==> src/rtl/hazard_controller_pkg.sv <==
// Shared definitions for the pipeline hazard controller: FSM state encoding,
// forward-select codes and the operand forwarding priority function.
package hazard_controller_pkg;

    typedef enum logic [1:0] {
        RUN      = 2'd0,
        MEM_WAIT = 2'd1,
        TIMEOUT  = 2'd2
    } hz_state_t;

    localparam logic [1:0] FWD_RF  = 2'b00;
    localparam logic [1:0] FWD_WB  = 2'b01;
    localparam logic [1:0] FWD_MEM = 2'b10;

    localparam logic [1:0]  RESULT_SRC_LOAD = 2'b01;
    localparam logic [15:0] STALL_CNT_MAX   = 16'hFFFF;

    // The Memory stage holds the newer value, so it wins over Writeback; x0 is never forwarded.
    function automatic logic [1:0] fwd_select(
        input logic [4:0] rs,
        input logic [4:0] rd_m,
        input logic       wr_m,
        input logic [4:0] rd_w,
        input logic       wr_w
    );
        logic [1:0] sel;
        if (wr_m && (rd_m != 5'd0) && (rd_m == rs)) begin
            sel = FWD_MEM;
        end else if (wr_w && (rd_w != 5'd0) && (rd_w == rs)) begin
            sel = FWD_WB;
        end else begin
            sel = FWD_RF;
        end
        return sel;
    endfunction

endpackage

==> src/rtl/hazard_controller_forward_unit.sv <==
// ALU operand forwarding for both Execute-stage source operands.
module forward_unit
    import hazard_controller_pkg::*;
(
    input  logic [4:0] Rs1E,
    input  logic [4:0] Rs2E,
    input  logic [4:0] RdM,
    input  logic       RegWriteM,
    input  logic [4:0] RdW,
    input  logic       RegWriteW,
    output logic [1:0] ForwardAE,
    output logic [1:0] ForwardBE
);

    // Operand select for source A and source B
    always_comb begin
        ForwardAE = fwd_select(Rs1E, RdM, RegWriteM, RdW, RegWriteW);
        ForwardBE = fwd_select(Rs2E, RdM, RegWriteM, RdW, RegWriteW);
    end

endmodule

==> src/rtl/hazard_controller.sv <==
// Pipeline hazard controller: memory-wait FSM with timeout, branch flush,
// load-use stall, stall-cycle performance counter and operand forwarding.
module hazard_controller
    import hazard_controller_pkg::*;
#(
    parameter int unsigned MEM_TIMEOUT = 16
) (
    input  logic        clk,
    input  logic        rst,
    input  logic [4:0]  Rs1D,
    input  logic [4:0]  Rs2D,
    input  logic [4:0]  Rs1E,
    input  logic [4:0]  Rs2E,
    input  logic [4:0]  RdE,
    input  logic [1:0]  ResultSrcE,
    input  logic        PCSrcE,
    input  logic [4:0]  RdM,
    input  logic        RegWriteM,
    input  logic        MemAccessM,
    input  logic        DMemReadyM,
    input  logic [4:0]  RdW,
    input  logic        RegWriteW,
    output logic        StallF,
    output logic        StallD,
    output logic        StallE,
    output logic        StallM,
    output logic        FlushD,
    output logic        FlushE,
    output logic        FlushW,
    output logic [1:0]  ForwardAE,
    output logic [1:0]  ForwardBE,
    output logic        MemTimeout,
    output logic [15:0] StallCycles
);

    localparam logic [7:0] WAIT_LAST = 8'(MEM_TIMEOUT - 32'd1);

    hz_state_t   state_r;
    hz_state_t   state_s;
    logic [7:0]  wait_cnt_r;
    logic [7:0]  wait_cnt_s;
    logic [15:0] stall_cnt_r;
    logic        mem_wait_s;
    logic        mem_stall_s;
    logic        load_use_s;
    logic [1:0]  fwd_a_s;
    logic [1:0]  fwd_b_s;
    logic        stall_f_s;
    logic        stall_d_s;
    logic        stall_e_s;
    logic        stall_m_s;
    logic        flush_d_s;
    logic        flush_e_s;
    logic        flush_w_s;

    forward_unit u_forward_unit (
        .Rs1E      (Rs1E),
        .Rs2E      (Rs2E),
        .RdM       (RdM),
        .RegWriteM (RegWriteM),
        .RdW       (RdW),
        .RegWriteW (RegWriteW),
        .ForwardAE (fwd_a_s),
        .ForwardBE (fwd_b_s)
    );

    assign mem_wait_s = MemAccessM & ~DMemReadyM;
    assign load_use_s = (ResultSrcE == RESULT_SRC_LOAD) && (RdE != 5'd0) &&
                        ((RdE == Rs1D) || (RdE == Rs2D));

    // Memory-wait FSM next state and wait counter
    always_comb begin
        state_s     = state_r;
        wait_cnt_s  = wait_cnt_r;
        mem_stall_s = 1'b0;
        case (state_r)
            RUN: begin
                if (mem_wait_s) begin
                    mem_stall_s = 1'b1;
                    state_s     = MEM_WAIT;
                    wait_cnt_s  = 8'd1;
                end else begin
                    wait_cnt_s  = 8'd0;
                end
            end
            MEM_WAIT: begin
                if (mem_wait_s) begin
                    mem_stall_s = 1'b1;
                    if (wait_cnt_r == WAIT_LAST) begin
                        state_s = TIMEOUT;
                    end else begin
                        wait_cnt_s = wait_cnt_r + 8'd1;
                    end
                end else begin
                    state_s    = RUN;
                    wait_cnt_s = 8'd0;
                end
            end
            TIMEOUT: begin
                mem_stall_s = 1'b1;
            end
            default: begin
                state_s    = RUN;
                wait_cnt_s = 8'd0;
            end
        endcase
    end

    // Stall/flush priority: timeout/memory wait, then branch flush, then load-use
    always_comb begin
        stall_f_s = 1'b0;
        stall_d_s = 1'b0;
        stall_e_s = 1'b0;
        stall_m_s = 1'b0;
        flush_d_s = 1'b0;
        flush_e_s = 1'b0;
        flush_w_s = 1'b0;
        if (rst) begin
            stall_f_s = 1'b0;
        end else if (mem_stall_s) begin
            // A taken branch stays in Execute and is re-evaluated once memory responds.
            stall_f_s = 1'b1;
            stall_d_s = 1'b1;
            stall_e_s = 1'b1;
            stall_m_s = 1'b1;
            flush_w_s = 1'b1;
        end else if (PCSrcE) begin
            flush_d_s = 1'b1;
            flush_e_s = 1'b1;
        end else if (load_use_s) begin
            stall_f_s = 1'b1;
            stall_d_s = 1'b1;
            flush_e_s = 1'b1;
        end else begin
            flush_w_s = 1'b0;
        end
    end

    // FSM state and wait counter registers
    always_ff @(posedge clk or posedge rst) begin
        if (rst) begin
            state_r    <= RUN;
            wait_cnt_r <= 8'd0;
        end else begin
            state_r    <= state_s;
            wait_cnt_r <= wait_cnt_s;
        end
    end

    // Saturating count of fetch-stall cycles
    always_ff @(posedge clk or posedge rst) begin
        if (rst) begin
            stall_cnt_r <= 16'd0;
        end else if (stall_f_s && (stall_cnt_r != STALL_CNT_MAX)) begin
            stall_cnt_r <= stall_cnt_r + 16'd1;
        end else begin
            stall_cnt_r <= stall_cnt_r;
        end
    end

    assign StallF      = stall_f_s;
    assign StallD      = stall_d_s;
    assign StallE      = stall_e_s;
    assign StallM      = stall_m_s;
    assign FlushD      = flush_d_s;
    assign FlushE      = flush_e_s;
    assign FlushW      = flush_w_s;
    assign ForwardAE   = rst ? FWD_RF : fwd_a_s;
    assign ForwardBE   = rst ? FWD_RF : fwd_b_s;
    assign MemTimeout  = (state_r == TIMEOUT);
    assign StallCycles = stall_cnt_r;

endmodule
==> config.mk <==
export PLATFORM = sky130hd
export DESIGN_NAME = hazard_controller
export DESIGN_NICKNAME = d
export VERILOG_FILES = /design/src/rtl/hazard_controller_pkg.sv /design/src/rtl/hazard_controller_forward_unit.sv /design/src/rtl/hazard_controller.sv
export SDC_FILE = /design/constraint.sdc
export NUM_CORES = 1
export LEC_CHECK = 0
export BUFFER_PORTS_ARGS = -buffer_cell sky130_fd_sc_hd__buf_2
export CAP_MARGIN = 20
export CORE_MARGIN = 2
export CORE_UTILIZATION = 40
export CTS_BUF_LIST = sky130_fd_sc_hd__clkbuf_8
export DETAILED_ROUTE_END_ITERATION = 10
export MAX_ROUTING_LAYER = met4
export PLACE_DENSITY = 0.71
export SLEW_MARGIN = 20
export SYNTH_ARGS = -nofsm -noshare
export SYNTH_HDL_FRONTEND = slang
export SYNTH_SLANG_ARGS = --single-unit
==> constraint.sdc <==
create_clock -name clk -period 2.9 [get_ports clk]
set_clock_uncertainty 0.15 [all_clocks]
set_input_delay 0.145 -clock clk [delete_from_list [all_inputs] [get_ports clk]]
set_output_delay 0.145 -clock clk [all_outputs]
set_load 0.05 [all_outputs]
## Yosys cells after proc, flatten, opt, wreduce, memory -nomap -nowiden

Index checks and enable logic that the tools add are counted.

- Output and inout bits: 28
- Input bits: 44
- Word-level logic and storage cells: 67
- Flip-flop bits (word level): 26

- Bitwise logic cells: 3
- Equality and inequality tests: 14
- Add/subtract/negate cells: 2
- Reduce and logical (&&, ||, !) cells: 17
- Multiplexer cells: 28

Operators with widths:

| kind | count |
|---|---|
| == test 5 bit | 6 |
| case mux 8 bit (3 select lines) | 1 |
| adder 16 x 1 -> 16 bit, second input constant | 1 |
| 2-to-1 mux 1 bit | 16 |
| 2-to-1 mux 8 bit | 2 |
| inequality test 16 bit, second input constant | 1 |
| nonzero test 5 bit | 3 |
| 2-to-1 mux 2 bit | 7 |
| logical AND 1 bit | 9 |
| adder 8 x 1 -> 8 bit, second input constant | 1 |
| == test 8 x 4 -> 1 bit, second input constant | 1 |
| inequality test 3 bit, second input constant | 2 |
| case mux 2 bit (3 select lines) | 1 |
| == test 2 x 1 -> 1 bit, second input constant | 2 |
| AND reduction 3 bit | 1 |
| == test 2 bit, second input constant | 1 |
| zero test 2 bit | 1 |
| inequality test 2 bit, second input constant | 1 |
| NOT 1 bit | 2 |
| case mux 1 bit (2 select lines) | 1 |
| AND reduction 2 bit | 1 |
| OR reduction 2 bit | 1 |
| bitwise AND 1 bit | 1 |
| logical OR 1 bit | 1 |

## Longest topological paths before layout

- Word-level depth: 8
- Gate-level depth with buffers: 8
- Mapped depth without buffers: 7

## Cells and area by module

A second synthesis with hierarchy kept.

- Cell total of the unflattened synthesis: 187
- Area total of the unflattened synthesis: 1762.9 um^2

Modules (own cells, without submodules):

| module | times used | cells each | area an instance (um^2) |
|---|---|---|---|
| hazard_controller | 1 | 153 | 1505.2 |
| forward_unit | 1 | 34 | 257.7 |

## Least setup slack after synthesis

Ideal clock, no wire load.

- Path kind: input to output
- From: input rst
- To: output ForwardAE[0]
- Path buffers: 0
- Required time: 2605 ps
- Slack: -305 ps
- Stages on the path: 4
- Arrival: 2910 ps
- Cells stage by stage: inv_1 o211ai_1 or4_1 nor4_1

- Word-level cells in the longest chain between the ends: 1

RTL lines:

| what | RTL line | RTL |
|---|---|---|
| start: declaration | hazard_controller.sv:9 | `input logic rst,` |
| 2-to-1 mux 2 bit | hazard_controller.sv:168 | `assign ForwardAE = rst ? FWD_RF : fwd_a_s;` |
| end: declaration | hazard_controller.sv:30 | `output logic [1:0] ForwardAE,` |

Every way passes these cells.

## Final worst setup path

- From: register stall_cnt_r[0], in the netlist StallCycles[0]
- To: register stall_cnt_r[1], in the netlist StallCycles[1]

- Word-level cells in the longest chain between the ends: 2
- Elaborated cells on any way between the ends: 3
- Those cells by class: add/sub (1); eq/ne (1); reduce/logical (1)

RTL lines:

| what | RTL line | RTL |
|---|---|---|
| start: declaration | hazard_controller.sv:42 | `logic [15:0] stall_cnt_r;` |
| start signal: assignment | hazard_controller.sv:155 | `stall_cnt_r <= stall_cnt_r + 16'd1;` |
| start signal: assignment | hazard_controller.sv:157 | `stall_cnt_r <= stall_cnt_r;` |
| branches (longest 2 deep; another with adder 16 x 1 -> 16 bit) | - |  |

Several ways; the timed one is not identified.
A chain may end at the register's enable or synchronous reset.

==> summary.md <==
| Metric | Value |
|---|---|
| Status | `finished clean` |
| DR iter-0 viols | `99` |
| Placed instance area | `0.002186 mm²` |
| Leak Pwr | `approximately 0.0011 µW` |
| Cts repair resizes | `0` |
| Fin crit share | `82.89%` |
| Utilization after layout | `52.43%` |
| Detailed Routing Iterations Pass 1 | `4` |
| RSZ-0062 raised after global routing | `false` |
| CP arrival | `approximately 2.4 ns` |
| Clock power share | `26.5%` |
| Seq/Total Area, Yosys | `36.67%` |
| Final Max Slew Viols | `0` |
| Final setup fails | `0` |
| Worst VDD drop | `0.3501 mV` |
| Synth top area cells | `dfrtp_1 37%, xnor2_1 13%, xor2_1 9.9%` |
| I/O pin cnt | `72` |
| Vias | `around 1,600` |
| R2r endpoint | `StallCycles[1]` |
| FF-to-FF setup slack | `0.50 ns` |
| Die Y | `70.60 µm` |
| Root Buffer | `clkbuf_8` |
| Placer Congestion | `0.8323` |
| Synthesized netlist cell count | `189` |
| Max-slew headroom | `65.09%` |
| Num rows | `24` |
| Port Buffers | `71` |
| Mapped Nets | `235` |
| Initial Utilization | `around two fifths` |
| First-pass GRT wire length | `7389 µm` |
| Syn_area_per_cell | `9.387 µm²` |
| WP data required | `2.91 ns` |
| DP HPWL | `about 3500 µm` |
| Most frequent cells in the layout | `71 x buf_2, 26 x dfrtp_1, 26 x xnor2_1, 20 x xor2_1, 13 x nand3_1` |
| Final wirelength | `4241 µm` |
| Share of layout cells above drive strength 1 | `32.06%` |
| Max_cap viols | `0` |
| Dominant cell type by area after synthesis | `dfrtp_1` |
| Clock slew at reported path FFs | `0.09 ns` |
| Total GRT Usage | `roughly a fifth` |
| Core footprint | `approximately 0.0043 mm²` |
| Vias in the first global route | `1,651` |
| Hold Path Stages | `3` |
| Yosys cell types | `36` |
| Combinational power share | `32.8%` |
| Tmin final | `2.404 ns` |
| Clock sink count | `26` |
| Pwr dens | `roughly 500 mW/mm²` |
| Largest net degree at the start of global routing | `27` |
| H-tree levels | `1` |
| Critical path class | `reg -> reg` |
| Full die area | `roughly 0.0050 mm²` |
| Power Internal | `700.2 µW` |
| Reg-to-reg critical path startpoint | `StallCycles[0]` |
| Antenna viol nets, final | `0` |
| Reg power frac | `40.8%` |
| Worst Hold Class | `in -> reg` |
| Design Area, Final | `roughly 0.0023 mm²` |
| Worst setup path startpoint | `StallCycles[0]` |
| Postcts setup bufs | `0` |
| R2R depth | `6` |
| Commonest non-fill, non-tap cell in the layout | `buf_2` |
| Vias/cell | `5.220` |
| Hold worst-path end | `state_r[0]` |
| Synth-to-Final Area Change | `27.79%` |
| Final #Nets | `309` |
| Top-area cell type share of the netlist area | `36.67%` |
| F_max | `about 0.42 GHz` |
| Setup TNS | `0 ns` |
| Hold_sp | `DMemReadyM` |
| Sw frac | `a little under two fifths` |
| Tightest Pin Transition | `between 0.5 and 0.6 ns` |
| DRC | `0` |
| CP Launch Type | `flip-flop` |
| Inserted Clock Buffers | `3` |
| Total gr overflow | `0` |
| Ys Warns | `0` |
| Die extent in x | `70.60 µm` |
| Post-Syn Area | `~0.0018 mm²` |
| Max FO, Critical Path | `10` |
| Psw | `423.3 µW` |
| Filler cells | `419` |
| Critical path capture point type | `flip-flop` |
| Clk Latency, worst-skew pair | `0.27 ns` |
| Diode count | `0` |
| Hold Vio Cnt, Final | `0` |
| Clock buffer depth | `2` |
| TritonCTS clock tree | `built` |
| Initial antenna violation count | `0` |
| WL per Instance | `13.51 µm` |
| Seq cells post-synth | `26` |
power groups by stage:
stage | combinational (µW) | sequential (µW) | clock [µW]
5_1_grt | 395 | 470 | 322
6_report | 368 | 458 | 297
4_1_cts | 373 | 459 | 306
3_3_place_gp | 366 | 462 | 0
2_1_floorplan | 140 | 576 | 0
3_5_place_dp | 371 | 465 | 0
per-stage QoR:
step | setup slack (ns) | instances | total power [µW] | hold slack [ns]
3_3_place_gp | 0.5641 | 309 | 828.8 | 0.2019
3_5_place_dp | 0.4855 | 309 | 835.4 | 0.1957
5_1_grt | 0.3719 | 314 | 1187 | 0.08406
4_1_cts | 0.4610 | 314 | 1137 | 0.06820
2_1_floorplan | 0.2677 | 189 | 715.9 | 0.04347
6_report | 0.4961 | 314 | 1123 | 0.06913
flip-flops by register name, summed over array words and instances (netlist names):
register and count:
wait_cnt_r 8, state_r 2, StallCycles 16
kinds of logic after synthesis:
kind of cell    share of synthesized area, %
simple gates                           25.74
xor+xnor                               22.71
flops                                  36.67
compound gates                         9.873
buf+inv                                2.327
mux                                    1.269
fa+ha+maj                              1.410
final cells by class:
class                      instances  area [µm²]  share of cell area, %
multi-input combinational        155        1092                  48.18
clock inverter                     1       30.03                  1.325
tap                               52       65.06                  2.870
clock buffer                       3       41.29                  1.821
sequential                        26       650.6                  28.70
inverter                           4       15.01                 0.6623
timing repair buffer              73       372.9                  16.45
worst max-delay path, stage by stage, from the launching register on:
cell,delay (ns)
dfrtp_1,0.44
ha_1,0.33
nand4_1,0.15
nor4_1,0.07
or4_1,0.42
o21ai_2,0.37
mux2_1,0.37
worst max path at each step:
stage	to	slack (ns)
after floorplan	ForwardAE[0]	0.27
after global placement	StallCycles[1]	0.56
after detailed placement	StallCycles[1]	0.49
after CTS	StallCycles[1]	0.46
after global routing	StallCycles[1]	0.37
final	StallCycles[1]	0.50
cell usage after synthesis (all sizes together):
cell    number
a21oi        7
a22oi        1
a32o         1
and2         4
and3         4
and4         1
buf          3
clkbuf       1
dfrtp       26
ha           2
inv          4
mux2         2
nand2       12
nand2b       2
nand3       13
nand4       12
nand4b       1
nor2         7
nor2b        1
nor3         9
nor3b        1
nor4         5
o211ai       2
o21a         1
o21ai        9
o22ai        1
o41ai        2
or3          3
or3b         1
or4          5
xnor2       26
xor2        20
metal layers:
metal | track usage, % | routed length (µm) | vias up
met5 | - | 0 | -
met4 | 5.451 | 44 | 0
met3 | 3.704 | 218 | 4
met2 | 32.39 | 2167 | 41
met1 | 22.47 | 1811 | 757
li1 | - | - | 837
repair_timing:
| item | 4_1_cts | 5_1_grt |
|---|---|---|
| endpoints found under the setup margin | 0 | 0 |
| endpoints found under the hold margin | 26 | 0 |
| hold buffers | 1 | 0 |
Note: power is estimated with default switching activity, not from simulation.
